==> src/rtl/race_pkg.sv <==
// race_pkg -- shared definitions for the racing game blocks.
//
// Holds the car geometry, the screen limit below which an enemy counts as
// parked, the game FSM encoding and the spawn lane table. The enemy,
// renderer and enemy_controller blocks all import this package so they
// agree on sizes and columns.
package race_pkg;

    // Car sprite size in pixels (player and enemies share it).
    localparam int CAR_W         = 80;
    localparam int CAR_H         = 121;
    // An enemy whose top edge is at or below this y is off-screen / parked.
    localparam int SCREEN_BOTTOM = 600;

    // Game FSM encoding; the numeric values are visible on the state port.
    typedef enum logic [1:0] {
        IDLE  = 2'd0,
        RUN   = 2'd1,
        CRASH = 2'd2,
        OVER  = 2'd3
    } state_t;

    // Spawn columns (x of the car's left edge) indexed by a 2-bit lane.
    function automatic logic [9:0] lane_x(input logic [1:0] idx);
        case (idx)
            2'd0:    lane_x = 10'd120;
            2'd1:    lane_x = 10'd240;
            2'd2:    lane_x = 10'd360;
            default: lane_x = 10'd480;
        endcase
    endfunction

endpackage

==> src/rtl/box_overlap.sv <==
// box_overlap -- combinational test for two equally sized axis-aligned boxes.
//
// Ports:
//   ax, ay : in  10  top-left of box A
//   bx, by : in  10  top-left of box B
//   hit    : out 1   boxes overlap (touching edges do not count)
//
// Right/bottom edges are formed in 11 bits so a box near the 10-bit limit
// cannot wrap around and fake an overlap.
module box_overlap #(
    parameter int W = 80,
    parameter int H = 121
) (
    input  logic [9:0] ax,
    input  logic [9:0] ay,
    input  logic [9:0] bx,
    input  logic [9:0] by,
    output logic       hit
);

    logic [10:0] ax_end;
    logic [10:0] ay_end;
    logic [10:0] bx_end;
    logic [10:0] by_end;

    assign ax_end = {1'b0, ax} + 11'(W);
    assign ay_end = {1'b0, ay} + 11'(H);
    assign bx_end = {1'b0, bx} + 11'(W);
    assign by_end = {1'b0, by} + 11'(H);

    assign hit = ({1'b0, ax} < bx_end) && ({1'b0, bx} < ax_end) &&
                 ({1'b0, ay} < by_end) && ({1'b0, by} < ay_end);

endmodule

==> src/rtl/enemy_controller.sv <==
// enemy_controller -- game flow for two enemy cars.
//
// Spawns enemies into pseudo-random lanes, counts cars that drive off the
// bottom of the screen, detects player/enemy collisions, holds the crash
// freeze and tracks lives until game over.
//
// Ports:
//   logic_clk                  in  1   game logic clock
//   reset                      in  1   synchronous, active-high
//   start                      in  1   level-sampled start (IDLE / OVER only)
//   player_x, player_y         in  10  player car top-left
//   enemy{0,1}_pos_x/_pos_y    in  10  enemy car top-left
//   enemy{0,1}_offset_x        out 10  spawn column for each enemy
//   enemy{0,1}_enable          out 1   one-cycle spawn pulse
//   enemy_reset                out 1   one-cycle pulse parking both enemies
//   collision                  out 1   freeze enemies (CRASH / OVER)
//   score                      out 16  cars passed, saturating
//   lives                      out 2   remaining lives
//   state                      out 2   current FSM state
// All outputs come straight from registers.
module enemy_controller #(
    parameter int CAR_W         = race_pkg::CAR_W,
    parameter int CAR_H         = race_pkg::CAR_H,
    parameter int SCREEN_BOTTOM = race_pkg::SCREEN_BOTTOM,
    parameter int SPAWN_GAP     = 200,
    parameter int CRASH_CYCLES  = 120,
    parameter int LIVES_INIT    = 3
) (
    input  logic        logic_clk,
    input  logic        reset,
    input  logic        start,
    input  logic [9:0]  player_x,
    input  logic [9:0]  player_y,
    input  logic [9:0]  enemy0_pos_x,
    input  logic [9:0]  enemy0_pos_y,
    input  logic [9:0]  enemy1_pos_x,
    input  logic [9:0]  enemy1_pos_y,
    output logic [9:0]  enemy0_offset_x,
    output logic [9:0]  enemy1_offset_x,
    output logic        enemy0_enable,
    output logic        enemy1_enable,
    output logic        enemy_reset,
    output logic        collision,
    output logic [15:0] score,
    output logic [1:0]  lives,
    output logic [1:0]  state
);

    import race_pkg::*;

    localparam int         TIMER_W = $clog2(SPAWN_GAP + 1);
    localparam int         CNT_W   = $clog2(CRASH_CYCLES + 1);
    localparam logic [9:0] BOTTOM  = 10'(SCREEN_BOTTOM);

    state_t               cur_state;
    state_t               next_state;
    logic [7:0]           lfsr_q;
    logic [TIMER_W-1:0]   timer_q;
    logic [TIMER_W-1:0]   timer_d;
    logic [CNT_W-1:0]     crash_cnt_q;
    logic [CNT_W-1:0]     crash_cnt_d;
    logic [9:0]           prev_y0_q;
    logic [9:0]           prev_y1_q;

    logic [9:0]           offset0_d;
    logic [9:0]           offset1_d;
    logic                 enable0_d;
    logic                 enable1_d;
    logic                 enemy_reset_d;
    logic                 collision_d;
    logic [15:0]          score_d;
    logic [1:0]           lives_d;

    // ------------------------------------------------------------------
    // Collision, pass and spawn-eligibility detection
    // ------------------------------------------------------------------
    logic below0, below1;
    logic box_hit0, box_hit1;
    logic any_hit;
    logic pass0, pass1;
    logic [16:0] score_sum;
    logic [1:0]  lane_idx;
    logic [1:0]  lane_alt;
    logic [9:0]  pick0, pick1;

    box_overlap #(.W(CAR_W), .H(CAR_H)) u_overlap0 (
        .ax  (player_x),
        .ay  (player_y),
        .bx  (enemy0_pos_x),
        .by  (enemy0_pos_y),
        .hit (box_hit0)
    );

    box_overlap #(.W(CAR_W), .H(CAR_H)) u_overlap1 (
        .ax  (player_x),
        .ay  (player_y),
        .bx  (enemy1_pos_x),
        .by  (enemy1_pos_y),
        .hit (box_hit1)
    );

    // A parked enemy (at or below the screen bottom) can never hit the player.
    assign below0  = enemy0_pos_y < BOTTOM;
    assign below1  = enemy1_pos_y < BOTTOM;
    assign any_hit = (below0 && box_hit0) || (below1 && box_hit1);

    // A pass is the crossing edge only; an enemy sitting parked counts once.
    assign pass0 = (prev_y0_q < BOTTOM) && !below0;
    assign pass1 = (prev_y1_q < BOTTOM) && !below1;
    assign score_sum = 17'(score) + 17'(pass0) + 17'(pass1);

    // Never stack both enemies in one column: step to the next lane instead.
    assign lane_idx = lfsr_q[1:0];
    assign lane_alt = lane_idx + 2'd1;
    assign pick0 = (lane_x(lane_idx) == enemy1_offset_x) ? lane_x(lane_alt)
                                                          : lane_x(lane_idx);
    assign pick1 = (lane_x(lane_idx) == enemy0_offset_x) ? lane_x(lane_alt)
                                                          : lane_x(lane_idx);

    // ------------------------------------------------------------------
    // FSM: state register
    // ------------------------------------------------------------------
    // NOTE: sequential state uses non-blocking (<=) so every register
    // samples the pre-edge values regardless of statement order.
    always_ff @(posedge logic_clk) begin
        if (reset) cur_state <= IDLE;
        else       cur_state <= next_state;
    end

    // ------------------------------------------------------------------
    // FSM: next-state logic
    // ------------------------------------------------------------------
    // NOTE: every variable gets a default at the top of an always_comb so no
    // path leaves it unassigned, which would infer a latch.
    always_comb begin
        next_state = cur_state;
        case (cur_state)
            IDLE:    if (start) next_state = RUN;
            RUN:     if (any_hit) next_state = CRASH;
            CRASH:   if (crash_cnt_q == '0) next_state = (lives == 2'd0) ? OVER : RUN;
            OVER:    if (start) next_state = RUN;
            default: next_state = IDLE;
        endcase
    end

    // ------------------------------------------------------------------
    // FSM: output / datapath next values (registered below)
    // ------------------------------------------------------------------
    always_comb begin
        offset0_d     = enemy0_offset_x;
        offset1_d     = enemy1_offset_x;
        enable0_d     = 1'b0;
        enable1_d     = 1'b0;
        enemy_reset_d = 1'b0;
        collision_d   = (next_state == CRASH) || (next_state == OVER);
        score_d       = score;
        lives_d       = lives;
        timer_d       = (timer_q == '0) ? '0 : timer_q - 1'b1;
        crash_cnt_d   = crash_cnt_q;

        case (cur_state)
            IDLE, OVER: begin
                if (start) begin
                    score_d       = 16'd0;
                    lives_d       = 2'(LIVES_INIT);
                    enemy_reset_d = 1'b1;
                    timer_d       = '0;
                end
            end
            RUN: begin
                if (any_hit) begin
                    // The crash wins over any pass in the same cycle.
                    lives_d     = (lives == 2'd0) ? 2'd0 : lives - 2'd1;
                    crash_cnt_d = CNT_W'(CRASH_CYCLES - 1);
                end else begin
                    score_d = score_sum[16] ? 16'hFFFF : score_sum[15:0];
                    // enemy0 has priority; enemy1 waits for the next expiry.
                    if (timer_q == '0 && !below0) begin
                        enable0_d = 1'b1;
                        offset0_d = pick0;
                        timer_d   = TIMER_W'(SPAWN_GAP);
                    end else if (timer_q == '0 && !below1) begin
                        enable1_d = 1'b1;
                        offset1_d = pick1;
                        timer_d   = TIMER_W'(SPAWN_GAP);
                    end
                end
            end
            CRASH: begin
                if (crash_cnt_q == '0) begin
                    if (lives != 2'd0) begin
                        enemy_reset_d = 1'b1;
                        timer_d       = TIMER_W'(SPAWN_GAP);
                    end
                end else begin
                    crash_cnt_d = crash_cnt_q - 1'b1;
                end
            end
            default: ;
        endcase
    end

    // ------------------------------------------------------------------
    // Registered outputs and datapath state
    // ------------------------------------------------------------------
    always_ff @(posedge logic_clk) begin
        if (reset) begin
            enemy0_offset_x <= 10'd0;
            enemy1_offset_x <= 10'd0;
            enemy0_enable   <= 1'b0;
            enemy1_enable   <= 1'b0;
            enemy_reset     <= 1'b1;
            collision       <= 1'b0;
            score           <= 16'd0;
            lives           <= 2'd0;
            timer_q         <= '0;
            crash_cnt_q     <= '0;
            lfsr_q          <= 8'h5A;
            // Treat enemies as parked so release never fakes a pass.
            prev_y0_q       <= BOTTOM;
            prev_y1_q       <= BOTTOM;
        end else begin
            enemy0_offset_x <= offset0_d;
            enemy1_offset_x <= offset1_d;
            enemy0_enable   <= enable0_d;
            enemy1_enable   <= enable1_d;
            enemy_reset     <= enemy_reset_d;
            collision       <= collision_d;
            score           <= score_d;
            lives           <= lives_d;
            timer_q         <= timer_d;
            crash_cnt_q     <= crash_cnt_d;
            // Fibonacci LFSR, taps 8,6,5,4; runs in every state.
            lfsr_q          <= {lfsr_q[6:0], lfsr_q[7] ^ lfsr_q[5] ^ lfsr_q[4] ^ lfsr_q[3]};
            prev_y0_q       <= enemy0_pos_y;
            prev_y1_q       <= enemy1_pos_y;
        end
    end

    assign state = cur_state;

endmodule

==> config.mk <==
export PLATFORM = sky130hd
export DESIGN_NAME = enemy_controller
export DESIGN_NICKNAME = d
export VERILOG_FILES = /design/src/rtl/race_pkg.sv /design/src/rtl/box_overlap.sv /design/src/rtl/enemy_controller.sv
export SDC_FILE = /design/constraint.sdc
export NUM_CORES = 1
export LEC_CHECK = 0
export CORE_MARGIN = 1
export CORE_UTILIZATION = 55
export CTS_CLUSTER_DIAMETER = 50
export DETAILED_ROUTE_END_ITERATION = 7
export PLACE_DENSITY = 0.89
export SLEW_MARGIN = 15
export SYNTH_ARGS = -nofsm -noshare
export SYNTH_HDL_FRONTEND = slang
export SYNTH_HIERARCHICAL = 1
export SYNTH_SLANG_ARGS = --single-unit
==> constraint.sdc <==
create_clock -name logic_clk -period 4.9 [get_ports logic_clk]
set_clock_uncertainty 0.1 [all_clocks]
set_input_delay 0.735 -clock logic_clk [delete_from_list [all_inputs] [get_ports logic_clk]]
set_output_delay 0.735 -clock logic_clk [all_outputs]
set_load 0.005 [all_outputs]
==> results of run 1 <==
power groups by stage:
| stage | logic (mW) | registers (mW) | clock network (mW) |
|---|---|---|---|
| final | 1.06 | 0.713 | 0.713 |
| after global routing | 1.16 | 0.725 | 0.742 |
| after CTS | 1.05 | 0.712 | 0.719 |
| after detailed placement | 1.03 | 0.723 | 0 |
| after global placement | 0.975 | 0.717 | 0 |
| after floorplan | 0.740 | 0.708 | 0 |
cells in the mapped netlist (9+ instances only):
library cell / count
sky130_fd_sc_hd__inv_1: 42
sky130_fd_sc_hd__nand3_1: 36
sky130_fd_sc_hd__a32o_1: 12
sky130_fd_sc_hd__nor3_1: 11
sky130_fd_sc_hd__buf_4: 12
sky130_fd_sc_hd__o211ai_1: 12
sky130_fd_sc_hd__a21oi_1: 54
sky130_fd_sc_hd__ha_1: 89
sky130_fd_sc_hd__clkbuf_1: 10
sky130_fd_sc_hd__dfxtp_1: 70
sky130_fd_sc_hd__nand4_1: 10
sky130_fd_sc_hd__o21ai_0: 29
sky130_fd_sc_hd__xnor2_1: 35
sky130_fd_sc_hd__nor2b_1: 16
sky130_fd_sc_hd__nand2_1: 47
sky130_fd_sc_hd__xor2_1: 27
sky130_fd_sc_hd__or2_2: 14
sky130_fd_sc_hd__a21o_1: 13
sky130_fd_sc_hd__nor2_1: 37
sky130_fd_sc_hd__nand2b_1: 9
area by class of cell:
cell class | count | area, um^2 | area share [%]
clock buffers | 10 | 239 | 3.09
multi-input cells | 600 | 4570 | 59.1
well taps | 140 | 175 | 2.27
repair buffers | 113 | 1090 | 14.1
inverters | 43 | 161 | 2.09
flip-flops and latches | 70 | 1400 | 18.1
clock inverters | 6 | 91.3 | 1.18
flip-flops by register name (all words and copies together), names as in the netlist:
signal           flops
enemy0_enable        1
lives                2
enemy_reset          1
score               16
prev_y1_q            7
enemy1_offset_x      5
state                2
enemy0_offset_x      5
lfsr_q               8
crash_cnt_q          7
timer_q              8
enemy1_enable        1
prev_y0_q            7
worst max-delay path, delay by kind of cell:
kind            cells  cell delay (ns)
simple gates        3             0.87
buf+inv             1             0.47
fa+ha+maj           2             0.53
compound gates      7             1.85
xor+xnor            1             0.15
metal layers:
layer / up-vias / global-route usage, %
li1: 2921 / -
met1: 2945 / 31.7
met2: 247 / 51.9
met3: 34 / 5.32
met4: 0 / 8.01
met5: - / 0
path summary, 6_finish.rpt:
path	slack [ns]	end	from
worst max-delay path	0.43	score[0]$_SDFFE_PP0P_	enemy0_pos_y[0]
worst min-delay path	0.33	lfsr_q[3]$_SDFF_PP1_	lfsr_q[2]$_SDFF_PP0_
worst max register to register	1.79	score[0]$_SDFFE_PP0P_	prev_y1_q[3]$_SDFF_PP1_
worst min register to register	0.33	lfsr_q[3]$_SDFF_PP1_	lfsr_q[2]$_SDFF_PP0_
logic make-up (layout without fill, tap and decap cells):
kind of cell / Yosys count / in the layout
adder cells (fa/ha/maj): 90 / 90
flip-flops: 70 / 70
buffers and inverters: 72 / 172
other: 1 / 8
XOR/XNOR: 62 / 62
AO/OA/AOI/OAI: 203 / 203
AND/OR/NAND/NOR: 231 / 231
multiplexers: 6 / 6
per-stage QoR:
stage | power (mW) | worst slack [ns] | instance area [um^2]
CTS | 2.48 | 0.460 | 7730
finish | 2.48 | 0.429 | 7730
detailed placement | 1.75 | 0.138 | 7400
global route | 2.63 | 0.184 | 7730
global placement | 1.69 | 0.306 | 7400
floorplan | 1.45 | 1.02 | 6300
==> results.json, run 1 <==
{
  "final_hold_violation_count": 0,
  "final-instance-count-excl-fill": 982,
  "hold_ws_ns": 0.333,
  "nFillCells": 816,
  "ctsHoldBuffers": 0,
  "synth_top_area_share_pct": 22.3,
  "chipHeight_um": 109,
  "synthesis.area_um2": 6270,
  "synth.mux.area_fraction_pct": 1.16,
  "cts-resized-gates": 0,
  "p_seq_share_pct": 28.7,
  "power.ir.vdd_worst_uv": 331,
  "dpl.hpwl_mm": 12.5,
  "synth-compound-area-share_pct": 23.7,
  "grtUsageTotal_pct": 27.7,
  "initial_utilization_pct": 57.1,
  "power.share.combinational_pct": 42.6,
  "grt_overflow": 0,
  "firstDrtPassIters": 6,
  "post_cts.repair.setup_buffers": 0,
  "max_slew.worst_pin.slew_ns": 0.842,
  "post_synth_inst_count": 735,
  "final_nets": 990,
  "synth.distinct_cells": 85,
  "hold_path.class": "register to register",
  "drt_first_iter_violations": 411,
  "fraction_of_the_mapped_netlist_area_in_adder_cells_pct": 18.1,
  "max-cap-violations": 0,
  "p_sw_mw": 0.889,
  "edff_count_synth": 0,
  "power_density_nw_per_um2": 321,
  "timing.reg2reg.worst_path_depth": 12,
  "final_util_pct": 70.4,
  "timing.critical_path.mode_cell": "sky130_fd_sc_hd__a21oi_1",
  "p_int_mw": 1.59,
  "required_ns": 5.05,
  "crit_type": "input pin to register",
  "static-leakage-power_nw": 3.19,
  "wire_length_of_the_first_global_routing_pass_mm": 26.6,
  "setup_violations": 0,
  "maximum_number_of_pins_on_one_net_before_global_route_repair": 48,
  "ys_top_cells_by_area": "sky130_fd_sc_hd__dfxtp_1, sky130_fd_sc_hd__ha_1, sky130_fd_sc_hd__xnor2_1",
  "cp_slowest_stage_delay_ns": 0.47,
  "numClockSinks": 70,
  "route.antenna.remaining_nets": 0,
  "layout-drive-gt1-share_pct": 9.03,
  "worstHoldPathCells": 1,
  "end_kind": "register",
  "place_inst": 966,
  "routed_wire_length_per_instance_um": 16.5,
  "cp_cell_sequence": "clkdlybuf4s50_1 > ha_1 > a21oi_1 > nor3b_1 > xnor2_1 > ha_1 > and3_1 > a221oi_1 > a21oi_1 > nor4_2 > o211ai_1 > a21oi_1 > o21ai_0 > o21ai_0",
  "drt_wl_total_mm": 16.2,
  "synth_warnings": 6,
  "post-route-min-period_ns": 4.47,
  "yosys.area.top_type": "sky130_fd_sc_hd__dfxtp_1",
  "cts_bufs_inserted": 9,
  "top_layer_used": "met4",
  "post_detailed_route_via_to_cell_ratio": 6.26,
  "slew_violations": 0,
  "clock_insertion_delay_worst_skew_ns": 0.33,
  "post-route-period-util_pct": 91.2,
  "ctsRootBufferMaster": "sky130_fd_sc_hd__clkbuf_16",
  "setup_tns_ns": 0,
  "synth.avg_cell_area_um2": 8.54,
  "dieArea_um2": 11800,
  "drt_drc_violations_left": 0,
  "antenna_found_initial": 0,
  "detailroute.via_count": 6147,
  "layout_common_cells": "sky130_fd_sc_hd__clkdlybuf4s50_1, sky130_fd_sc_hd__ha_1, sky130_fd_sc_hd__dfxtp_1",
  "crit_path_max_fanout": 6,
  "gp_routability_congestion": 0.893,
  "first_global_vias": 5960,
  "run_status": "finished clean",
  "worst_path_max_delay_cell": "sky130_fd_sc_hd__clkdlybuf4s50_1",
  "die-width_um": 109,
  "antenna-diode-count": 0,
  "clk_pin_slew_ns": 0.06,
  "boundaryPins": 107,
  "critical_path_arrival_ns": 4.62,
  "placeableCoreArea_um2": 11000,
  "ys_ff_latch": 70,
  "wirelength_met1_mm": 6.70,
  "layout.cells.most_common": "sky130_fd_sc_hd__clkdlybuf4s50_1",
  "switching_share_pct": 35.8,
  "wl_met3_um": 917,
  "fmax_mhz": 224,
  "grt_setup_unrepaired": "false",
  "synth_sequential_area_ratio_pct": 22.3,
  "synthArstFlopShare_pct": 0,
  "fp-row-count": 38,
  "area_delta_synth_final_pct": 23.2,
  "tritoncts_clock_tree": "built",
  "cts-root-to-sink-buffers": 2,
  "share_clk_of_total_power_pct": 28.7,
  "clock_tree.htree_level_count": 3,
  "synth_flop_cell": "sky130_fd_sc_hd__dfxtp_1",
  "share_of_synthesized_cell_area_in_and_or_nand_and_nor_gates_pct": 20.8,
  "synth_top_family_by_area": "compound AO/OA/AOI/OAI gates",
  "yosys.area_share.xor_xnor_pct": 8.65,
  "worst_slew_margin_rel_pct": 43.7,
  "type_of_element_launching_the_critical_path": "input pin",
  "routed-wl-met2_mm": 8.32,
  "buffer_ports.inserted": 98
}
Note: power is estimated with default switching activity, not from simulation.
==> inputs of run 2 (changes only) <==
--- a/config.mk
+++ b/config.mk
@@ -10,7 +10,7 @@
 export CTS_CLUSTER_DIAMETER = 50
 export DETAILED_ROUTE_END_ITERATION = 7
 export PLACE_DENSITY = 0.89
-export SLEW_MARGIN = 15
+export SLEW_MARGIN = 30
 export SYNTH_ARGS = -nofsm -noshare
 export SYNTH_HDL_FRONTEND = slang
 export SYNTH_HIERARCHICAL = 1
==> results of run 2 <==
Same layout as run 1: the final DEF is identical, and so are final timing and power.
